File: src/rtl/tankb_rom_loader.sv
// Purpose: byte stream to ROM/PROM download bus bridge; holds the game in reset while loading.
// Latency: a byte accepted at edge N drives dn_wr for WR_HOLD cycles from N+1; release at N+WR_HOLD+RELEASE_DELAY after the last byte.
// Backpressure: s_ready is high only while waiting for a byte, so one byte is taken per WR_HOLD+1 cycles at most.
//
// Ports:
//   CLK_18M, RESET_n        : clock (rising edge) and asynchronous active-low reset
//   start                   : begin/restart a load, highest priority in every state
//   s_data/s_valid/s_ready  : inbound image byte stream
//   dn_addr/dn_data/dn_wr   : download bus towards the core ROMs
//   game_reset_n            : low keeps the core in reset until a full image is loaded
//   busy/done/overflow      : status; done and overflow are sticky until the next start
module tankb_rom_loader #(
    parameter int TOTAL_BYTES   = 10496,
    parameter int WR_HOLD       = 2,
    parameter int RELEASE_DELAY = 16
) (
    input  logic        CLK_18M,
    input  logic        RESET_n,
    input  logic        start,
    input  logic [7:0]  s_data,
    input  logic        s_valid,
    output logic        s_ready,
    output logic [13:0] dn_addr,
    output logic [7:0]  dn_data,
    output logic        dn_wr,
    output logic        game_reset_n,
    output logic        busy,
    output logic        done,
    output logic        overflow
);

    localparam logic [13:0] LAST_ADDR  = 14'(TOTAL_BYTES - 1);
    localparam logic [3:0]  HOLD_INIT  = 4'(WR_HOLD - 1);
    localparam logic [7:0]  DELAY_INIT = 8'(RELEASE_DELAY - 1);

    typedef enum logic [1:0] {
        ST_IDLE,
        ST_ACCEPT,
        ST_WRITE,
        ST_SETTLE
    } state_t;

    state_t      state_q, state_d;
    logic [13:0] addr_q, addr_d;
    logic [13:0] dn_addr_q, dn_addr_d;
    logic [7:0]  dn_data_q, dn_data_d;
    logic        dn_wr_q, dn_wr_d;
    logic [3:0]  hold_q, hold_d;
    logic [7:0]  delay_q, delay_d;
    logic        game_rst_n_q, game_rst_n_d;
    logic        busy_q, busy_d;
    logic        done_q, done_d;
    logic        ovf_q, ovf_d;

    always_ff @(posedge CLK_18M or negedge RESET_n) begin
        if (!RESET_n) begin
            state_q      <= ST_IDLE;
            addr_q       <= '0;
            dn_addr_q    <= '0;
            dn_data_q    <= '0;
            dn_wr_q      <= 1'b0;
            hold_q       <= '0;
            delay_q      <= '0;
            game_rst_n_q <= 1'b0;
            busy_q       <= 1'b0;
            done_q       <= 1'b0;
            ovf_q        <= 1'b0;
        end else begin
            state_q      <= state_d;
            addr_q       <= addr_d;
            dn_addr_q    <= dn_addr_d;
            dn_data_q    <= dn_data_d;
            dn_wr_q      <= dn_wr_d;
            hold_q       <= hold_d;
            delay_q      <= delay_d;
            game_rst_n_q <= game_rst_n_d;
            busy_q       <= busy_d;
            done_q       <= done_d;
            ovf_q        <= ovf_d;
        end
    end

    always_comb begin
        state_d      = state_q;
        addr_d       = addr_q;
        dn_addr_d    = dn_addr_q;
        dn_data_d    = dn_data_q;
        dn_wr_d      = dn_wr_q;
        hold_d       = hold_q;
        delay_d      = delay_q;
        game_rst_n_d = game_rst_n_q;
        busy_d       = busy_q;
        done_d       = done_q;
        ovf_d        = ovf_q;

        if (start) begin
            // Abort whatever is in flight; dn_addr/dn_data keep their last values.
            state_d      = ST_ACCEPT;
            addr_d       = '0;
            dn_wr_d      = 1'b0;
            done_d       = 1'b0;
            ovf_d        = 1'b0;
            game_rst_n_d = 1'b0;
            busy_d       = 1'b1;
        end else begin
            case (state_q)
                ST_IDLE: begin
                    // Bytes after a completed image are an error; before any load they are ignored.
                    if (s_valid && done_q) begin
                        ovf_d = 1'b1;
                    end
                end
                ST_ACCEPT: begin
                    if (s_valid) begin
                        dn_data_d = s_data;
                        dn_addr_d = addr_q;
                        dn_wr_d   = 1'b1;
                        hold_d    = HOLD_INIT;
                        state_d   = ST_WRITE;
                    end
                end
                ST_WRITE: begin
                    if (hold_q == 4'd0) begin
                        dn_wr_d = 1'b0;
                        if (addr_q == LAST_ADDR) begin
                            delay_d = DELAY_INIT;
                            state_d = ST_SETTLE;
                        end else begin
                            addr_d  = addr_q + 14'd1;
                            state_d = ST_ACCEPT;
                        end
                    end else begin
                        hold_d = hold_q - 4'd1;
                    end
                end
                ST_SETTLE: begin
                    if (s_valid) begin
                        ovf_d = 1'b1;
                    end
                    if (delay_q == 8'd0) begin
                        game_rst_n_d = 1'b1;
                        busy_d       = 1'b0;
                        done_d       = 1'b1;
                        state_d      = ST_IDLE;
                    end else begin
                        delay_d = delay_q - 8'd1;
                    end
                end
                default: begin
                    state_d = ST_IDLE;
                end
            endcase
        end
    end

    assign s_ready      = (state_q == ST_ACCEPT);
    assign dn_addr      = dn_addr_q;
    assign dn_data      = dn_data_q;
    assign dn_wr        = dn_wr_q;
    assign game_reset_n = game_rst_n_q;
    assign busy         = busy_q;
    assign done         = done_q;
    assign overflow     = ovf_q;

endmodule

File: config.mk
export PLATFORM = sky130hd
export DESIGN_NAME = tankb_rom_loader
export DESIGN_NICKNAME = d
export VERILOG_FILES = /design/src/rtl/tankb_rom_loader.sv
export SDC_FILE = /design/constraint.sdc
export NUM_CORES = 1
export LEC_CHECK = 0
export CAP_MARGIN = 40
export CELL_PAD_IN_SITES_DETAIL_PLACEMENT = 0
export CELL_PAD_IN_SITES_GLOBAL_PLACEMENT = 2
export CORE_UTILIZATION = 31
export CTS_CLUSTER_DIAMETER = 120
export CTS_CLUSTER_SIZE = 28
export DETAILED_ROUTE_END_ITERATION = 7
export PLACE_DENSITY = 0.72
export SYNTH_ARGS = -nofsm -noshare
export SYNTH_HDL_FRONTEND = slang
export SYNTH_SLANG_ARGS = --single-unit
File: constraint.sdc
create_clock -name CLK_18M -period 2.04 [get_ports CLK_18M]
set_clock_uncertainty 0.2 [all_clocks]
set_input_delay 0.204 -clock CLK_18M [delete_from_list [all_inputs] [get_ports CLK_18M]]
set_output_delay 0.204 -clock CLK_18M [all_outputs]
set_load 0.005 [all_outputs]
* After elaboration in Yosys (flattened, before gate mapping) *
Index checks and enable logic that the tools add are counted.

operators by class
  $add $sub $neg = 3
  equal/unequal tests = 15
  mux-type cells = 30
  bitwise operators = 1
  reduce and logical (&&, ||, !) cells = 21

operator list
  cell                     number
  $mux W14                 4
  $mux W8                  3
  $pmux W8 S2              1
  $ne A3 B3 Y1 const B     5
  $add A14 B1 Y14 const B  1
  $eq A14 B14 Y1 const B   1
  $ne A2 B2 Y1 const B     6
  $reduce_and A3 Y1        4
  $reduce_bool A2 Y1       6
  $mux W1                  11
  $mux W2                  5
  $logic_not A8 Y1         1
  $mux W4                  2
  $pmux W4 S2              1
  $reduce_and A4 Y1        2
  $sub A8 B1 Y8 const B    1
  $pmux W2 S3              1
  $reduce_bool A3 Y1       2
  $reduce_and A5 Y1        1
  $eq A2 B2 Y1 const B     2
  $logic_not A4 Y1         1
  $pmux W1 S2              2
  $reduce_bool A4 Y1       1
  $sub A4 B1 Y4 const B    1
  other kinds (5)          5

word-level totals
  bits in registers = 54
  input port bits = 12
  output and inout bits = 28
  logic and storage cells = 80

* Depth between registers and ports, before layout *
  depth in word-level cells = 5
  depth in mapped cells = 7

* Worst setup path after synthesis *
Ideal clock, no wire load.

  path type = register -> register
  start point = register hold_q[0]
  end point = register addr_q[8]
  library setup time = 0.078 ns
  arrival = 1.980 ns
  slack = -0.218 ns
  stages on the path, launching flop included = 7
  buffers on the path = 0
  period minus slack after synthesis = 2.258 ns
  path through = dfrtp_1 -> inv_1 -> ha_1 -> or3b_4 -> or4_4 -> or3_1 -> a21oi_1

between the ends
  longest elaborated chain between the ends = 3

RTL lines
  item                          RTL line  source
  start, declared               48        logic [3:0] hold_q, hold_d;
  start signal, assigned        74        hold_q <= hold_d;
  $logic_not A4 Y1              123       if (hold_q == 4'd0) begin
  $reduce_bool A2 Y1 (no line)  n/a
  $reduce_and A3 Y1 (no line)   n/a
  end signal, assigned          70        addr_q <= addr_d;
  end, declared                 44        logic [13:0] addr_q, addr_d;

Every way passes these cells.
A chain may end at the register's enable or synchronous reset.

* Worst setup path in the final report *
Ends and elaborated chain as after synthesis.

==> metrics.cfg <==
[run_status]
violations=setup timing
run_status=complete, but fails checks

[setup_path]
worst-endpoint-required_ps=2080
data_arrival_time_of_the_critical_path_ps=2210
cp_max_fo=2
worst_setup_path_end_kind=flop
startpoint_type=flop
ws_path_type=flop to flop

[place]
hpwlAfterDp_um=4510
gp_congestion=0.784
port-buffer-count=39
dp_worst_setup_slack_ps=-238
place_inst=421

[synthesis]
synthesis.area_sq_mm=0.00265
synth_enable_flop_cells=0
post_synth.cell_area_avg_sq_um=10.8
main_synth_ff_type=sky130_fd_sc_hd__dfrtp_1
syn_inst=245
synth_async_sr_flop_share_pct=100
netlist-cell-type-count=45
postSynthNetCount=262
ys_ff_latch=54
total_of_warnings_raised_by_yosys=0
seq_area_frac_synth_pct=51.0

[drt]
routed_wire_length_um=6430
wire_length_per_cell_after_detailed_routing_um=14.6
drt_first_iter_violations=64
detail_route.first_pass.iterations=4
detail_route.drc_violations=0
route.detailed.vias_per_inst=5.04
dr_total_vias=2211
antenna_violating_nets_post_route=0

[timing]
setup_violations=13
slew_headroom_pct=69.5
final_tns_setup_ps=-771
timing_hold_violations_final=0
post_route_clock_period_utilization_pct=107
grt_setup_unrepaired=true
transition_at_the_pin_with_the_smallest_max_transition_slack_ps=457
worst_slack_ps=-138
timing.fmax_mhz=459
final.min_clock_period_ps=2180
drv_slew=0

[grt]
grt_start_max_net_pins=37
antenna_found_initial=0
gr-total-overflow=0
grt_pass1_wl_um=10600
global_route.usage.total_pct=15.2
number_of_global_route_vias_before_repair=2194

[clock_tree]
worstSkewPairLatency_ps=310
clock_sinks=54
clk_pin_slew_worst_paths_ps=110
cts_inserted_buffers=5
cts_tree=done
ctsHtreeMaxLevel=2
clock_path_buffers=2
clockRootBuffer=sky130_fd_sc_hd__clkbuf_8

[run]
drv.max_cap_violation_count=0

[die]
die-area_sq_mm=0.00891
floorplan.rows=33
core_area_sq_mm=0.00826
die_height_um=94.4
top_level_ports=40
die_width_um=94.4
initial_core_util_pct=32.1

[hold_path]
timing.hold.worst.class=input pin to asynchronous set/reset pin

[pwr]
total_power_after_layout_w=0.00331
vdd_ir_drop_max_uv=470
power-per-cell-area_mw_per_mm2=868
power.static_leakage_nw=1.66

[cells_and_area]
syn2layout_area_growth_pct=44.0
fin_nets=350
final_cell_count_no_fill=439
share_of_cells_above_drive_strength_1_pct=35.3
post-route-util_pct=46.2
commonest_non_fill_non_tap_cell_in_the_layout=sky130_fd_sc_hd__dfrtp_1
antennaDiodeCount=0
layout_common_cells=54 x sky130_fd_sc_hd__dfrtp_1, 43 x sky130_fd_sc_hd__buf_4, 38 x sky130_fd_sc_hd__clkdlybuf4s50_1

[area by class of cell]
type,instances,area [sq um]
clock buffer,5,68.8
clock inverter,3,47.5
fill,816,4440
inverter,13,48.8
multi-input combinational,167,1340
sequential,54,1350
tap,105,131
timing repair buffer,92,831
[critical path, stage by stage (launching register included)]
cell and delay, ps:
sky130_fd_sc_hd__dfrtp_1 410, sky130_fd_sc_hd__inv_2 90, sky130_fd_sc_hd__ha_4 130, sky130_fd_sc_hd__or3b_4 380, sky130_fd_sc_hd__or4_4 430, sky130_fd_sc_hd__or3_4 340, sky130_fd_sc_hd__a21oi_2 130
[state kept, by name (all words and copies together), names as in the netlist]
register	cells
delay_q	8
hold_q	4
overflow	1
busy	1
dn_data	8
state_q	2
addr_q	14
dn_addr	14
done	1
dn_wr	1
[repair_timing]
| action | 4_1_cts | 5_1_grt |
|---|---|---|
| endpoints found under the setup margin | 20 | 17 |
| gates resized for setup | 14 | 24 |
| cloned | 0 | 1 |
| hold endpoints to repair | 18 | 0 |
| buffers inserted | 1 | 7 |
| pin swaps | 3 | 13 |
| hold buffers | 1 | 0 |
[Yosys cell counts, types with 5 or more instances]
cell type	n	area, sq um
sky130_fd_sc_hd__o21ai_0	6	30.0
sky130_fd_sc_hd__nand3_1	8	40.0
sky130_fd_sc_hd__dfrtp_1	54	1350
sky130_fd_sc_hd__nor3_1	10	50.1
sky130_fd_sc_hd__ha_1	5	62.6
sky130_fd_sc_hd__clkbuf_1	5	18.8
sky130_fd_sc_hd__nand2b_1	6	37.5
sky130_fd_sc_hd__o31ai_1	7	52.6
sky130_fd_sc_hd__mux2_2	22	248
sky130_fd_sc_hd__a21oi_1	23	115
sky130_fd_sc_hd__or4_1	6	45.0
sky130_fd_sc_hd__nor2b_1	6	37.5
sky130_fd_sc_hd__nand2_1	11	41.3
sky130_fd_sc_hd__nor2_1	8	30.0
sky130_fd_sc_hd__inv_1	13	48.8
[metal layers]
metal  share of wire, %  GRT usage [%]  routed length (um)  vias to the layer above
li1                   -              -                   -                     1072
met1                 47           20.1                3040                     1109
met2                 50           25.5                3190                       28
met3                2.8           2.98                 181                        2
met4               0.30           3.46                  19                        0
met5                  0              0                   0                        -
[final timing paths]
check | slack, ps | end | start | cells past startpoint
max | -140 | addr_q[8] | hold_q[0] | 6
min | 170 | delay_q[1] | RESET_n | 2
max reg2reg | -140 | addr_q[8] | hold_q[0] | 6
min reg2reg | 290 | busy | busy | 1
max in group asynchronous | 910 | addr_q[11] | RESET_n | 3
min in group CLK_18M | 290 | busy | busy | 1
[per-stage QoR]
stage / area, sq um / hold slack (ps)
2_1_floorplan: 2650 / -292
3_3_place_gp: 3470 / -12.3
3_5_place_dp: 3470 / -16.5
4_1_cts: 3650 / 182
5_1_grt: 3810 / 202
6_report: 3810 / 166
[where the power goes]
group          switching [W]  total [W]  internal (W)
registers           0.000153    0.00141       0.00125
logic               0.000481    0.00114      0.000663
clock network       0.000387   0.000760      0.000373
total                0.00102    0.00331       0.00229
[kinds of logic (layout without fill, tap and decap cells)]
| group | count (synthesis) | in the layout | share of synthesized area, % |
|---|---|---|---|
| xor gates and xnor gates | 2 | 2 | 0.662 |
| muxes | 26 | 26 | 10.9 |
| buffers and inverters | 24 | 113 | 3.83 |
| AOI/OAI and AO/OA | 52 | 52 | 12.2 |
| DFF | 54 | 54 | 51.0 |
| adders and majority gates | 5 | 5 | 2.36 |
| and+or+nand+nor | 82 | 82 | 19.0 |
Power figures use the tool's default switching activity.
